**src/rtl/id_pkg.sv**
```systemverilog
// Shared definitions for the instruction decode stage: field positions,
// opcode encodings, the decoded control bundle and the source/destination rules.
package id_pkg;

  localparam int DATA_W = 32;
  localparam int NREGS  = 8;
  localparam int IMM_W  = 16;
  localparam int REG_W  = 3;

  localparam int FIRST_LD_LSB  = 30;
  localparam int SPECIAL_BIT   = 29;
  localparam int SECOND_LD_LSB = 25;
  localparam int ALU_OC_LSB    = 22;
  localparam int B_COND_LSB    = 18;
  localparam int DEST_LSB      = 19;
  localparam int PTR_LSB       = 16;
  localparam int SRC2_LSB      = 13;
  localparam int IMM_LSB       = 0;

  typedef enum logic [1:0] {
    FL_DATA   = 2'b00,
    FL_CLS1   = 2'b01,
    FL_CLS2   = 2'b10,
    FL_BRANCH = 2'b11
  } first_ld_e;

  typedef enum logic [2:0] {
    ALU_ADD = 3'b001,
    ALU_SUB = 3'b010,
    ALU_AND = 3'b011,
    ALU_OR  = 3'b100,
    ALU_XOR = 3'b101,
    ALU_NOT = 3'b110
  } alu_oc_e;

  typedef enum logic [2:0] {
    OP_MOV  = 3'b000,
    OP_MOVT = 3'b001,
    OP_CLR  = 3'b010,
    OP_SET  = 3'b011,
    OP_LSL  = 3'b100,
    OP_LSR  = 3'b101
  } misc_oc_e;

  typedef struct packed {
    logic [1:0]       first_ld;
    logic             special;
    logic [3:0]       second_ld;
    logic [2:0]       alu_oc;
    logic [3:0]       b_cond;
    logic [REG_W-1:0] dest_reg;
    logic [REG_W-1:0] pointer_reg;
    logic [IMM_W-1:0] imm;
  } ctrl_t;

  function automatic ctrl_t decode(input logic [31:0] instr);
    ctrl_t c;
    c.first_ld    = instr[FIRST_LD_LSB +: 2];
    c.special     = instr[SPECIAL_BIT];
    c.second_ld   = instr[SECOND_LD_LSB +: 4];
    c.alu_oc      = instr[ALU_OC_LSB +: 3];
    c.b_cond      = instr[B_COND_LSB +: 4];
    c.dest_reg    = instr[DEST_LSB +: REG_W];
    c.pointer_reg = instr[PTR_LSB +: REG_W];
    c.imm         = instr[IMM_LSB +: IMM_W];
    return c;
  endfunction

  // In the non-special class the alu_oc field carries the misc opcode.
  function automatic logic uses_op1(input ctrl_t c);
    return c.special ||
           (c.first_ld == FL_DATA && c.alu_oc inside {OP_MOVT, OP_LSL, OP_LSR});
  endfunction

  function automatic logic uses_op2(input ctrl_t c);
    return c.special && c.first_ld[0] && (c.alu_oc != ALU_NOT);
  endfunction

  function automatic logic writes_dest(input ctrl_t c);
    if (c.special)
      return c.alu_oc inside {[ALU_ADD:ALU_NOT]};
    return (c.first_ld == FL_DATA) && (c.alu_oc <= OP_LSR);
  endfunction

endpackage

```
**src/rtl/id_scoreboard.sv**
```systemverilog
// Pending-write scoreboard: one busy bit per register, set on accepted writers,
// cleared on writeback, and undone for a bundle discarded by flush.
module id_scoreboard
  import id_pkg::*;
#(
  parameter int NREGS = id_pkg::NREGS
) (
  input  logic             clk,
  input  logic             rst_n,
  input  logic             accept,
  input  logic             writes_dest,
  input  logic [REG_W-1:0] set_reg,
  input  logic             wb_valid,
  input  logic [REG_W-1:0] wb_reg,
  input  logic             flush,
  input  logic             bundle_valid,
  input  logic [REG_W-1:0] rs1,
  input  logic [REG_W-1:0] rs2,
  input  logic             uses_op1,
  input  logic             uses_op2,
  output logic             hazard
);

  logic [NREGS-1:0] busy, busy_nxt;
  logic [REG_W-1:0] last_reg;
  logic             last_valid;
  logic             set_en, undo;

  assign set_en = accept && writes_dest;
  // last_reg names the rd of the bundle currently held, if it set a busy bit.
  assign undo   = flush && bundle_valid && last_valid;

  // NOTE: every bit gets its current value first, so no path leaves busy_nxt
  // unassigned and no latch is inferred; later lines override earlier ones,
  // which is how "set wins over clear" is expressed.
  always_comb begin
    busy_nxt = busy;
    if (undo)     busy_nxt[last_reg] = 1'b0;
    if (wb_valid) busy_nxt[wb_reg]   = 1'b0;
    if (set_en)   busy_nxt[set_reg]  = 1'b1;
  end

  // NOTE: state updates use non-blocking assignments so every register samples
  // the pre-edge values; reset is synchronous and sampled on the clock edge.
  always_ff @(posedge clk) begin
    if (!rst_n) begin
      busy       <= '0;
      last_reg   <= '0;
      last_valid <= 1'b0;
    end else begin
      busy <= busy_nxt;
      if (set_en) begin
        last_reg   <= set_reg;
        last_valid <= 1'b1;
      end else if (accept || flush) begin
        last_valid <= 1'b0;
      end
    end
  end

  assign hazard = (uses_op1 && busy[rs1]) || (uses_op2 && busy[rs2]);

endmodule

```
**src/rtl/id_stage.sv**
```systemverilog
// Instruction decode stage: splits fetch words into execute control fields,
// reads operands with writeback bypass, and stalls on pending register writes.
module id_stage
  import id_pkg::*;
#(
  parameter int DATA_W = id_pkg::DATA_W,
  parameter int NREGS  = id_pkg::NREGS,
  parameter int IMM_W  = id_pkg::IMM_W
) (
  input  logic              clk,
  input  logic              rst_n,
  input  logic              if_valid,
  input  logic [31:0]       if_instr,
  output logic              if_ready,
  input  logic              flush,
  output logic [REG_W-1:0]  rf_raddr1,
  output logic [REG_W-1:0]  rf_raddr2,
  input  logic [DATA_W-1:0] rf_rdata1,
  input  logic [DATA_W-1:0] rf_rdata2,
  input  logic              wb_valid,
  input  logic [REG_W-1:0]  wb_reg,
  input  logic [DATA_W-1:0] wb_data,
  output logic              ex_valid,
  input  logic              ex_ready,
  output logic [1:0]        ex_first_ld,
  output logic              ex_special,
  output logic [3:0]        ex_second_ld,
  output logic [2:0]        ex_alu_oc,
  output logic [3:0]        ex_b_cond,
  output logic [REG_W-1:0]  ex_dest_reg,
  output logic [REG_W-1:0]  ex_pointer_reg,
  output logic [DATA_W-1:0] ex_op1,
  output logic [DATA_W-1:0] ex_op2,
  output logic [IMM_W-1:0]  ex_imm,
  output logic [IMM_W-1:0]  ex_offset
);

  ctrl_t             dec, ex_ctrl;
  logic [REG_W-1:0]  rs2;
  logic              use1, use2, wr_dest, hazard, accept;
  logic [DATA_W-1:0] op1_d, op2_d;

  assign dec     = decode(if_instr);
  assign rs2     = if_instr[SRC2_LSB +: REG_W];
  assign use1    = uses_op1(dec);
  assign use2    = uses_op2(dec);
  assign wr_dest = writes_dest(dec);

  assign rf_raddr1 = dec.pointer_reg;
  assign rf_raddr2 = rs2;

  assign if_ready = rst_n && !hazard && (!ex_valid || ex_ready);
  assign accept   = if_valid && if_ready && !flush;

  id_scoreboard #(.NREGS(NREGS)) u_scoreboard (
    .clk          (clk),
    .rst_n        (rst_n),
    .accept       (accept),
    .writes_dest  (wr_dest),
    .set_reg      (dec.dest_reg),
    .wb_valid     (wb_valid),
    .wb_reg       (wb_reg),
    .flush        (flush),
    .bundle_valid (ex_valid),
    .rs1          (dec.pointer_reg),
    .rs2          (rs2),
    .uses_op1     (use1),
    .uses_op2     (use2),
    .hazard       (hazard)
  );

  // Unused operands are zeroed; a same-cycle writeback overrides the RF read.
  always_comb begin
    op1_d = '0;
    op2_d = '0;
    if (use1) op1_d = (wb_valid && wb_reg == dec.pointer_reg) ? wb_data : rf_rdata1;
    if (use2) op2_d = (wb_valid && wb_reg == rs2) ? wb_data : rf_rdata2;
  end

  always_ff @(posedge clk) begin
    if (!rst_n) begin
      ex_valid <= 1'b0;
      ex_ctrl  <= '0;
      ex_op1   <= '0;
      ex_op2   <= '0;
    end else if (accept) begin
      ex_valid <= 1'b1;
      ex_ctrl  <= dec;
      ex_op1   <= op1_d;
      ex_op2   <= op2_d;
    end else if (flush || ex_ready) begin
      ex_valid <= 1'b0;
    end
  end

  assign ex_first_ld    = ex_ctrl.first_ld;
  assign ex_special     = ex_ctrl.special;
  assign ex_second_ld   = ex_ctrl.second_ld;
  assign ex_alu_oc      = ex_ctrl.alu_oc;
  assign ex_b_cond      = ex_ctrl.b_cond;
  assign ex_dest_reg    = ex_ctrl.dest_reg;
  assign ex_pointer_reg = ex_ctrl.pointer_reg;
  assign ex_imm         = ex_ctrl.imm;
  assign ex_offset      = ex_ctrl.imm;

endmodule

```
**config.mk**
```make
export PLATFORM = sky130hd
export DESIGN_NAME = id_stage
export DESIGN_NICKNAME = d
export VERILOG_FILES = /design/src/rtl/id_pkg.sv /design/src/rtl/id_scoreboard.sv /design/src/rtl/id_stage.sv
export SDC_FILE = /design/constraint.sdc
export NUM_CORES = 1
export LEC_CHECK = 0
export CELL_PAD_IN_SITES_DETAIL_PLACEMENT = 2
export CELL_PAD_IN_SITES_GLOBAL_PLACEMENT = 2
export CORE_ASPECT_RATIO = 1.2
export CORE_MARGIN = 2
export CORE_UTILIZATION = 21
export DETAILED_ROUTE_END_ITERATION = 7
export PLACE_DENSITY = 0.81
export SKIP_CTS_REPAIR_TIMING = 1
export SYNTH_ARGS = -nofsm -noshare
export SYNTH_HDL_FRONTEND = slang
export SYNTH_SLANG_ARGS = --single-unit
```
**constraint.sdc**
```tcl
create_clock -name clk -period 3.12 [get_ports clk]
set_input_delay 0.936 -clock clk [delete_from_list [all_inputs] [get_ports clk]]
set_output_delay 0.936 -clock clk [all_outputs]
set_load 0.02 [all_outputs]
```
== Word level (Yosys, flattened, before mapping) ==
Cells that the tools add are included.
Word-level totals
  input port bits: 137
  flip-flop bits (word level): 113
  word-level logic and storage cells: 91
Operators by class
  reductions and logical operators: 31
  bitwise operators: 5
  $lt $le $gt $ge: 11
  multiplexer cells: 24
  equal/unequal tests: 6
Operators by type and width (count)
  32-bit two-way mux: 4
  8-bit two-way mux: 3
  3-bit by 4-bit less-than comparator with 1-bit output (second input constant): 5
  1-bit logical AND: 19
  8-bit AND: 2
  8-bit inverter: 2
  3-bit by 1-bit greater-or-equal comparator with 1-bit output (second input constant): 4
  1-bit two-way mux: 12
  1-bit demux with 3-bit select: 3
  8-bit OR: 1
  1-bit binary-select mux with 3-bit select: 2
  3-bit equality test: 2
  3-bit equality test (second input constant): 2
  3-bit less-or-equal comparator (second input constant): 2
  1-bit logical OR: 5
  2-bit nonzero test: 2
  3-bit by 1-bit equality test with 1-bit output (second input constant): 1
  1-bit logical NOT: 3
  3-bit != test (second input constant): 1
  3-bit nonzero test: 1
  2-bit logical NOT: 1

== Logic depth before layout (Yosys ltp) ==
Gate-level depths: netlist of run 1.
  depth in word-level cells: 14
  gate-level depth with buffers: 9

== By module ==
A second synthesis of run 1 with hierarchy kept.
Second synthesis, totals
  cell total of the unflattened synthesis: 486
  area total of the unflattened synthesis: 5017.3 um^2
By module, submodules not included
  id_stage: sequential area each 1941.9 um^2, cells each 408, times used 1, area each 4304.1 um^2
  id_scoreboard: sequential area each 240.2 um^2, cells each 78, times used 1, area each 713.2 um^2

== Worst setup path after synthesis of run 1 ==
OpenSTA, ideal clock, no wires.
  kind: input to output
  from: input port if_instr[13]
  to: output port if_ready
  cell stages on the path: 7
  data arrival time: 2.418 ns
  setup slack: -0.234 ns
  data required time: 2.184 ns
  cell sequence: clkbuf_1 mux4_2 or2_1 a41oi_2 buf_4 buf_4 and3_1
On the way
  longest elaborated chain between the ends: 7
RTL lines
  from (decl): RTL line id_stage.sv:13  | input logic [31:0] if_instr,
  1-bit binary-select mux with 3-bit select: RTL line id_scoreboard.sv:61  | assign hazard = (uses_op1 && busy[rs1]) || (uses_op2 && busy[rs2]);
  1-bit two-way mux (implied by the code): RTL line id_scoreboard.sv:61
  1-bit logical AND: RTL line id_scoreboard.sv:61
  1-bit logical OR: RTL line id_scoreboard.sv:61
  1-bit logical NOT: RTL line id_stage.sv:52  | assign if_ready = rst_n && !hazard && (!ex_valid || ex_ready);
  1-bit logical AND (2 in series): RTL line id_stage.sv:52
  to (decl): RTL line id_stage.sv:14  | output logic if_ready,
Every way passes these cells. The select of a mux whose other input is x is not followed.

== Worst setup path after layout of run 1 ==
  from: input port if_instr[29]
  to: output port if_ready
On the way
  longest elaborated chain between the ends: 7
  elaborated cells between the ends (all ways): 9
  those cells by class: reduce/logical (9)
RTL lines
  1-bit logical AND (2 in series): RTL line id_pkg.sv:76  | return c.special && c.first_ld[0] && (c.alu_oc != ALU_NOT);
  1-bit logical AND: RTL line id_scoreboard.sv:61
  1-bit logical OR *: RTL line id_scoreboard.sv:61
  1-bit logical NOT *: RTL line id_stage.sv:52
  1-bit logical AND * (2 in series): RTL line id_stage.sv:52
Mark *: on every way between the ends. The rest lies on a longest branch, timed or not.

==> results of run 1 <==
synth_stat cells (2+ instances only):
library cell / count / area share, %
dfxtp_1: 109 / 39
nand2_1: 108 / 7.2
nand4_1: 66 / 7.4
mux2_2: 64 / 13
o21ai_0: 58 / 5.2
clkbuf_1: 44 / 3.0
nand3_1: 37 / 3.3
o21ai_2: 30 / 4.7
buf_4: 29 / 3.9
o21ai_1: 10 / 0.89
mux2i_1: 8 / 1.4
buf_2: 7 / 0.63
buf_6: 6 / 1.2
o2111ai_1: 6 / 0.94
xnor2_1: 6 / 0.94
nor2b_1: 5 / 0.56
o31ai_1: 5 / 0.67
a21oi_1: 3 / 0.27
and2_1: 3 / 0.34
buf_1: 3 / 0.20
inv_1: 3 / 0.20
nand2b_1: 3 / 0.34
nand3b_1: 3 / 0.40
and3_1: 2 / 0.22
mux4_2: 2 / 0.80
nor2_1: 2 / 0.13
o21a_1: 2 / 0.27
o41ai_1: 2 / 0.31
or2_2: 2 / 0.22
final timing paths:
kind                                    from                      end  depth (start not counted)
max reg2reg  u_scoreboard.busy[3]$_SDFF_PN0_   ex_imm[0]$_SDFFE_PN0P_                          8
max                             if_instr[29]                 if_ready                          6
min reg2reg          ex_op2[26]$_SDFFE_PN0P_  ex_op2[26]$_SDFFE_PN0P_                          2
min                  ex_op2[26]$_SDFFE_PN0P_  ex_op2[26]$_SDFFE_PN0P_                          2
layer usage:
layer  part of all wire (%)  up-vias
li1                       -     2715
met1                     39     2856
met2                     53      169
met3                    6.3       22
met4                    1.7        0
met5                      0        -
logic make-up (layout without fill, tap and decap cells):
logic type,Yosys count,in the layout,synth area share (%)
and+or+nand+nor,238,238,21.2
muxes,74,74,15.1
DFF,109,109,39.0
other,0,1,0
AOI/OAI and AO/OA,123,123,14.6
buffers and inverters,92,314,9.08
xor gates and xnor gates,6,6,0.939
metrics by stage:
stage	hold slack, ns	power, W	std cells
6_report	0.454	0.00338	1200
3_3_place_gp	0.436	0.00219	1183
5_1_grt	0.477	0.00355	1199
4_1_cts	0.460	0.00345	1198
2_1_floorplan	0.436	0.00182	642
3_5_place_dp	0.449	0.00221	1183
cell type report:
| class | instances | share of cell area, % |
|---|---|---|
| antenna | 1 | 0.0283 |
| clock buffer | 9 | 2.55 |
| clock inverter | 6 | 0.806 |
| inverter | 3 | 0.127 |
| multi-input combinational | 441 | 33.4 |
| sequential | 109 | 24.7 |
| tap | 335 | 4.74 |
| timing repair buffer | 296 | 33.6 |
worst reg2reg max path: cells and delay by family, from the launching register on:
family	cells	cell delay, ns
compound gates	2	0.34
buf+inv	3	0.71
flops	1	0.36
mux	1	0.46
simple gates	2	0.59
power groups by stage:
| stage | registers [W] | logic [W] | clock network, W |
|---|---|---|---|
| floorplan | 0.00153 | 0.000286 | 0 |
| global placement | 0.00149 | 0.000706 | 0 |
| detailed placement | 0.00149 | 0.000715 | 0 |
| CTS | 0.00146 | 0.000720 | 0.00127 |
| global route | 0.00146 | 0.000761 | 0.00133 |
| finish | 0.00146 | 0.000712 | 0.00121 |
==> out/metrics.yaml, run 1 <==
logic_synthesis:
  synthArstFlopShare_pct: 0
  syn_inst: 642
  yosysWarnings: 0
  yosys.cell_types.count: 43
  avgSynthCellArea_sq_um: 8.72
  ys_seq_area_share_pct: 39.0
  syn-num-nets: 779
  ys_ff_latch: 109
  synth_ff_type: "dfxtp_1"
  synth_edf_count: 0
  netlist_area_sq_um: 5600
route:
  drtIter0Drc: 198
  route.detailed.drc: 0
  dr.pass1.iters: 4
  routed_wl_microns: 23900
  via_per_inst: 4.80
  wire_per_inst_microns: 20.0
  antenna_left: 0
  routed-via-count: 5762
power_and_ir_drop:
  power_frac_seq_pct: 43.1
  switchingPower_w: 0.000953
  p_clk_share_pct: 35.9
  internal_power_w: 0.00243
  ir_worst_vdd_v: 0.000219
  leakagePower_nw: 3.11
  power_frac_comb_pct: 21.1
  p_per_area_nw_per_um2: 382
  p_sw_share_pct: 28.2
worst_setup_path:
  cp.arrival_ns: 2.25
  startpoint_type: "input pin"
  critical_path.top_delay_family: "buffers and inverters"
  path_buf_inv: 3
  cpMaxStageDelayCell: "clkdlybuf4s50_1"
  critPathMaxFanout: 3
  max_stage_delay_ns: 0.56
  rrSetupSlack_ns: 0.55
  cp-end-kind: "output port"
  worstPathRequired_ns: 2.18
  crit_type: "input pin to output port"
  cp_cell_sequence: "clkdlybuf4s50_1, a21oi_2, buf_4, or2_4, and3_4, buf_6"
grt:
  grtUsageMet3_pct: 4.56
  grt_max_degree: 79
  met2_usage_pct: 30.5
  grt_pass1_wl_microns: 36800
  use_met1_pct: 19.2
  grt_most_used_layer: "met2"
  grt_pass1_vias: 6298
  track_usage_pct: 16.8
  antenna_found_initial: 0
  grt_overflow_total: 0
timing:
  slew_violations: 0
  period_needed_ns: 3.19
  relSlewSlack_pct: 36.0
  fin_tns_setup_ns: -0.0697
  timing_hold_violations_final: 0
  finalClockSkew_ns: 0.0144
  max_freq_mhz: 314
  tightest_slew_ns: 0.958
  setup_slack_ns: -0.0697
  fin_crit_sh_pct: 102
  rsz0062_at_grt: "yes"
  finalSetupViolations: 1
finish:
  ff_latch_area_sq_um: 2180
  fin_util_pct: 33.7
  fin_area_sq_um: 8840
  layout_common_cells: "clkdlybuf4s50_1 (247), dfxtp_1 (109), nand2_1 (108)"
  fin_nets: 997
  area_delta_synth_final_pct: 58.1
  drive_above_1_share_pct: 19.0
  multi_input_area_sq_um: 2960
  final_common_cell: "clkdlybuf4s50_1"
  fillers: 2921
clocking:
  cts_tree: "done"
  htreeDepth: 3
  worstSkewPairLatency_ns: 0.36
  cts_made_buffers: 9
  clk_path_buf_depth: 2
  cts_root_buf: "clkbuf_16"
  clock_sinks: 109
  clk_pin_slew_ns: 0.07
floorplanning:
  ios: 261
  start_util_pct: 21.3
  core_area_sq_um: 26300
  die_y_microns: 183
  fp.dieW_microns: 153
  die_area_sq_um: 28000
  rows: 65
place:
  gp_congestion: 0.804
  dpl_cell_area_sq_um: 8490
  dpl.hpwl_microns: 17200
  preCtsSetupSlack_ns: -1.02
  io_buffers: 260
flow_run:
  drv_cap: 0
status:
  violations: "setup timing"
  run_status: "finished, violations left"
min_path:
  hold_path.class: "register to register"
No activity file was read; power rests on OpenSTA's default activity.
==> run 2: changes to the inputs <==
CORE_UTILIZATION = 23   (was 21)
CTS_BUF_LIST = sky130_fd_sc_hd__clkbuf_8   (was not set)
PLACE_DENSITY = 0.84   (was 0.81)
clock period = 2.94 ns   (was 3.12 ns; I/O delays follow)
==> run 2 against run 1 <==
  * The flow still finishes with violations (setup timing)
  * Critical path depth unchanged
  * Clock skew up 0.00081 ns
  * Utilization up 2.9 points
  * Cell area down 1.1%
  * Routed wire length down 0.96%
  * Hold slack better by 0.0011 ns
  * Critical path type unchanged
  * Flip-flop and latch count unchanged
  * Clock power down 12%
  * First-iteration DRC count up 13%
  * Global-route usage up 1.5 points
==> out/metrics.yaml, run 2 (synthesis gave the netlist of run 1 again) <==
status:
  run_status: "finished, violations left"
  violations: "setup timing"
flow_run:
  drv_cap: 0
place:
  dp.cells: 1169
  gp_congestion: 0.813
  dpl.hpwl_microns: 17300
  io_buffers: 260
  dpl_cell_area_sq_um: 8460
floorplanning:
  die_area_sq_um: 25600
  rows: 62
  start_util_pct: 23.4
  fp.dieW_microns: 146
  core_area_sq_um: 23900
  die_y_microns: 175
  ios: 261
timing:
  period_needed_ns: 3.12
  holdWs_ns: 0.455
  max_freq_mhz: 320
  tightest_slew_ns: 0.902
  timing_hold_violations_final: 0
  finalSetupViolations: 14
  finalClockSkew_ns: 0.0152
  relSlewSlack_pct: 39.7
  slew_violations: 0
  setup_slack_ns: -0.182
  rsz0062_at_grt: "yes"
  fin_crit_sh_pct: 106
finish:
  diodes: 0
  fin_nets: 997
  final_common_cell: "clkdlybuf4s50_1"
  fin_area_sq_um: 8750
  stdcell_count: 1185
  drive_above_1_share_pct: 19.2
  layout_common_cells: "clkdlybuf4s50_1 (249), dfxtp_1 (109), nand2_1 (108)"
  fillers: 2734
  area_delta_synth_final_pct: 56.3
  fin_util_pct: 36.6
clocking:
  cts_made_buffers: 9
  cts_root_buf: "clkbuf_8"
  clock_sinks: 109
  clk_path_buf_depth: 2
  cts_tree: "done"
  clk_pin_slew_ns: 0.10
  worstSkewPairLatency_ns: 0.38
  htreeDepth: 3
worst_setup_path:
  cp.depth: 6
  rrSetupSlack_ns: 0.18
  cpMaxStageDelayCell: "mux4_2"
  crit_path_end: "if_ready"
  crit_start: "if_instr[14]"
  reg2reg_to: "ex_op2[9]$_SDFFE_PN0P_"
  cp-end-kind: "output port"
  critical_path.top_delay_family: "multiplexers"
  reg2reg_from: "u_scoreboard.busy[0]$_SDFF_PN0_"
  critPathMaxFanout: 2
  cp.arrival_ns: 2.24
  path_buf_inv: 2
  startpoint_type: "input pin"
  crit_type: "input pin to output port"
  max_stage_delay_ns: 0.48
  r2r_cells: 7
  worstPathRequired_ns: 2.06
  cp_cell_sequence: "buf_8, mux4_2, or2_4, a41oi_4, and3_4, buf_6"
power_and_ir_drop:
  leakagePower_nw: 3.07
  ir_worst_vdd_v: 0.000242
  p_per_area_nw_per_um2: 386
grt:
  grt_pass1_wl_microns: 37000
  antenna_found_initial: 0
  grt_max_degree: 60
  grt_overflow_total: 0
  grt_pass1_vias: 6450
  track_usage_pct: 18.3
route:
  dr.pass1.iters: 4
  routed-via-count: 5758
  drtIter0Drc: 224
  wire_per_inst_microns: 20.0
  antenna_left: 0
  routed_wl_microns: 23700
  via_per_inst: 4.86
  route.detailed.drc: 0
min_path:
  hold_path.class: "register to register"
==> run 2: how the worst min path moves through the flow <==
| stage | from | end | slack [ns] | cells after the start |
|---|---|---|---|---|
| after floorplan | u_scoreboard.last_valid$_SDFFE_PN0P_ | u_scoreboard.last_valid$_SDFFE_PN0P_ | 0.44 | 2 |
| after global placement | ex_op2[27]$_SDFFE_PN0P_ | ex_op2[27]$_SDFFE_PN0P_ | 0.44 | 2 |
| after detailed placement | ex_op2[28]$_SDFFE_PN0P_ | ex_op2[28]$_SDFFE_PN0P_ | 0.45 | 2 |
| after CTS | ex_op2[20]$_SDFFE_PN0P_ | ex_op2[20]$_SDFFE_PN0P_ | 0.46 | 2 |
| after global routing | ex_op2[26]$_SDFFE_PN0P_ | ex_op2[26]$_SDFFE_PN0P_ | 0.49 | 2 |
| final | ex_op2[24]$_SDFFE_PN0P_ | ex_op2[24]$_SDFFE_PN0P_ | 0.46 | 2 |
==> run 2: power breakdown <==
part / total, W / switching, W / internal, W
sequential: 0.00155 / 0.0000292 / 0.00152
combinational: 0.000753 / 0.000360 / 0.000393
clock: 0.00107 / 0.000561 / 0.000510
total: 0.00337 / 0.000949 / 0.00242
==> run 2: worst register-to-register path: cells and delay by family (launching register included) <==
| family | cells | cell delay, ns |
|---|---|---|
| flip-flops | 1 | 0.37 |
| AO/OA/AOI/OAI | 2 | 0.38 |
| multiplexers | 1 | 0.46 |
| buffers and inverters | 2 | 0.76 |
| AND/OR/NAND/NOR | 2 | 0.67 |
==> run 2: final cells by class <==
cell class                      count  area (sq um)  share of cell area, %
Tap cell                          320           400                   4.58
Clock buffer                       10           138                   1.57
Timing Repair Buffer              296          2960                   33.8
Clock inverter                      6          93.8                   1.07
Sequential cell                   109          2180                   24.9
Multi-Input combinational cell    441          2970                   33.9
Inverter                            3          11.3                  0.129
==> run 2: routing by layer <==
metal | global-route usage [%] | wire length (microns)
met5 | 0 | 0
met4 | 5.18 | 537
met3 | 4.60 | 1190
met2 | 34.1 | 12500
met1 | 20.7 | 9500
==> run 2: through the flow <==
stage,total power [W],setup TNS (ns),setup WS [ns]
floorplan,0.00193,-0.174,-0.174
global placement,0.00232,-82.07,-1.02
detailed placement,0.00234,-86.90,-1.05
CTS,0.00343,-41.38,-1.06
global route,0.00354,-2.67,-0.210
finish,0.00337,-0.404,-0.182
==> run 3: changes to the inputs <==
ABC_CLOCK_PERIOD_IN_PS = 2940   (was not set)
CAP_MARGIN = 20   (was not set)
PLACE_DENSITY = 0.82   (was 0.84)
==> run 3 against run 2 <==
  * The run still ends with setup timing left
  * Critical path depth unchanged
  * Clock power decreased by 7%
  * Die area unchanged
  * Register-to-register slack improved by 0.08 ns
  * Combinational power increased by 0.9%
==> out/metrics.yaml, run 3 (synthesis gave the netlist of run 1 again) <==
grt:
  met2_usage_pct: 34.2
  grtUsageMet3_pct: 4.83
  grt_pass1_vias: 6237
  grt_max_degree: 67
  use_met1_pct: 20.3
  track_usage_pct: 18.2
  grt_most_used_layer: "met2"
  grt_pass1_wl_microns: 36800
  grt_overflow_total: 0
  antenna_found_initial: 0
finish:
  fillers: 2714
  area_delta_synth_final_pct: 56.1
  stdcell_count: 1186
  drive_above_1_share_pct: 19.3
  layout_common_cells: "clkdlybuf4s50_1 (248), dfxtp_1 (109), nand2_1 (108)"
  final_common_cell: "clkdlybuf4s50_1"
  fin_nets: 998
  diodes: 0
clocking:
  cts_root_buf: "clkbuf_8"
  clk_pin_slew_ns: 0.10
  clock_sinks: 109
  htreeDepth: 3
  clk_path_buf_depth: 2
  cts_tree: "done"
  cts_made_buffers: 9
  worstSkewPairLatency_ns: 0.39
min_path:
  hold_path.class: "register to register"
route:
  antenna_left: 0
  route.detailed.drc: 0
  routed-via-count: 5791
  via_per_inst: 4.88
  drtIter0Drc: 156
  wire_per_inst_microns: 20.1
  dr.pass1.iters: 5
  routed_wl_microns: 23800
timing:
  period_needed_ns: 3.14
  max_freq_mhz: 319
  setup_slack_ns: -0.196
  rsz0062_at_grt: "yes"
  tightest_slew_ns: 0.952
  fin_tns_setup_ns: -0.196
  relSlewSlack_pct: 36.4
  finalSetupViolations: 1
  timing_hold_violations_final: 0
  fin_crit_sh_pct: 107
  holdWs_ns: 0.457
  slew_violations: 0
  finalClockSkew_ns: 0.0172
worst_setup_path:
  critPathMaxFanout: 2
  max_stage_delay_ns: 0.49
  worstPathRequired_ns: 2.06
  cp_cell_sequence: "buf_8, mux4_2, or2_4, a41oi_4, and3_4, buf_6"
  cpMaxStageDelayCell: "mux4_2"
  cp.arrival_ns: 2.25
  startpoint_type: "input pin"
  critical_path.top_delay_family: "multiplexers"
  path_buf_inv: 2
  crit_type: "input pin to output port"
  cp-end-kind: "output port"
power_and_ir_drop:
  p_per_area_nw_per_um2: 378
  power_frac_comb_pct: 23.0
  leakagePower_nw: 3.07
  power_frac_seq_pct: 46.9
  internal_power_w: 0.00232
  switchingPower_w: 0.000978
  p_sw_share_pct: 29.7
  p_clk_share_pct: 30.0
  ir_worst_vdd_v: 0.000280
floorplanning:
  rows: 62
  ios: 261
  core_area_sq_um: 23900
  die_area_sq_um: 25600
  start_util_pct: 23.4
  fp.dieW_microns: 146
  die_y_microns: 175
place:
  io_buffers: 260
  dpl.hpwl_microns: 17300
  dp.cells: 1169
  gp_congestion: 0.822
  preCtsSetupSlack_ns: -1.10
status:
  violations: "setup timing"
  run_status: "finished, violations left"
flow_run:
  drv_cap: 0
## run 3: worst min-delay path: cells and delay by family (launching register included)
family	cells	cell delay, ns
and+or+nand+nor	1	0.05
AOI/OAI and AO/OA	1	0.05
DFF	1	0.32
## run 3: layout make-up
class / count / area (sq um) / area share (%)
multi-input cells: 441 / 2970 / 34.0
repair buffers: 297 / 2970 / 34.0
flip-flops and latches: 109 / 2180 / 25.0
well taps: 320 / 400 / 4.58
clock buffers: 9 / 124 / 1.42
clock inverters: 7 / 80.1 / 0.917
inverters: 3 / 11.3 / 0.129
## run 3: stage by stage
stage / instance area [sq um] / power [W] / util, %
final: 8740 / 0.00330 / 36.6
after global routing: 8740 / 0.00347 / 36.6
after CTS: 8670 / 0.00336 / 36.3
after detailed placement: 8460 / 0.00234 / 35.4
after global placement: 8460 / 0.00233 / 35.4
after floorplan: 5610 / 0.00193 / -
## run 3: power groups by stage
stage,clock [W],combinational [W],sequential (W)
2_1_floorplan,0,0.000303,0.00162
3_3_place_gp,0,0.000749,0.00158
3_5_place_dp,0,0.000759,0.00158
4_1_cts,0.00104,0.000764,0.00155
5_1_grt,0.00111,0.000811,0.00155
6_report,0.000991,0.000760,0.00155
## run 3: metal layers
metal | vias to the layer above | routed length [microns]
met4 | 0 | 499
met5 | - | 0
met1 | 2861 | 9370
met2 | 182 | 12500
li1 | 2718 | -
met3 | 30 | 1400
## run 3: worst paths after layout
| check | startpoint | to | slack [ns] | cells after the start |
|---|---|---|---|---|
| setup / recovery | if_instr[14] | if_ready | -0.20 | 6 |
| hold / removal | ex_op2[20]$_SDFFE_PN0P_ | ex_op2[20]$_SDFFE_PN0P_ | 0.46 | 2 |
| setup reg to reg | u_scoreboard.busy[0]$_SDFF_PN0_ | ex_op1[29]$_SDFFE_PN0P_ | 0.26 | 7 |
| hold reg to reg | ex_op2[20]$_SDFFE_PN0P_ | ex_op2[20]$_SDFFE_PN0P_ | 0.46 | 2 |
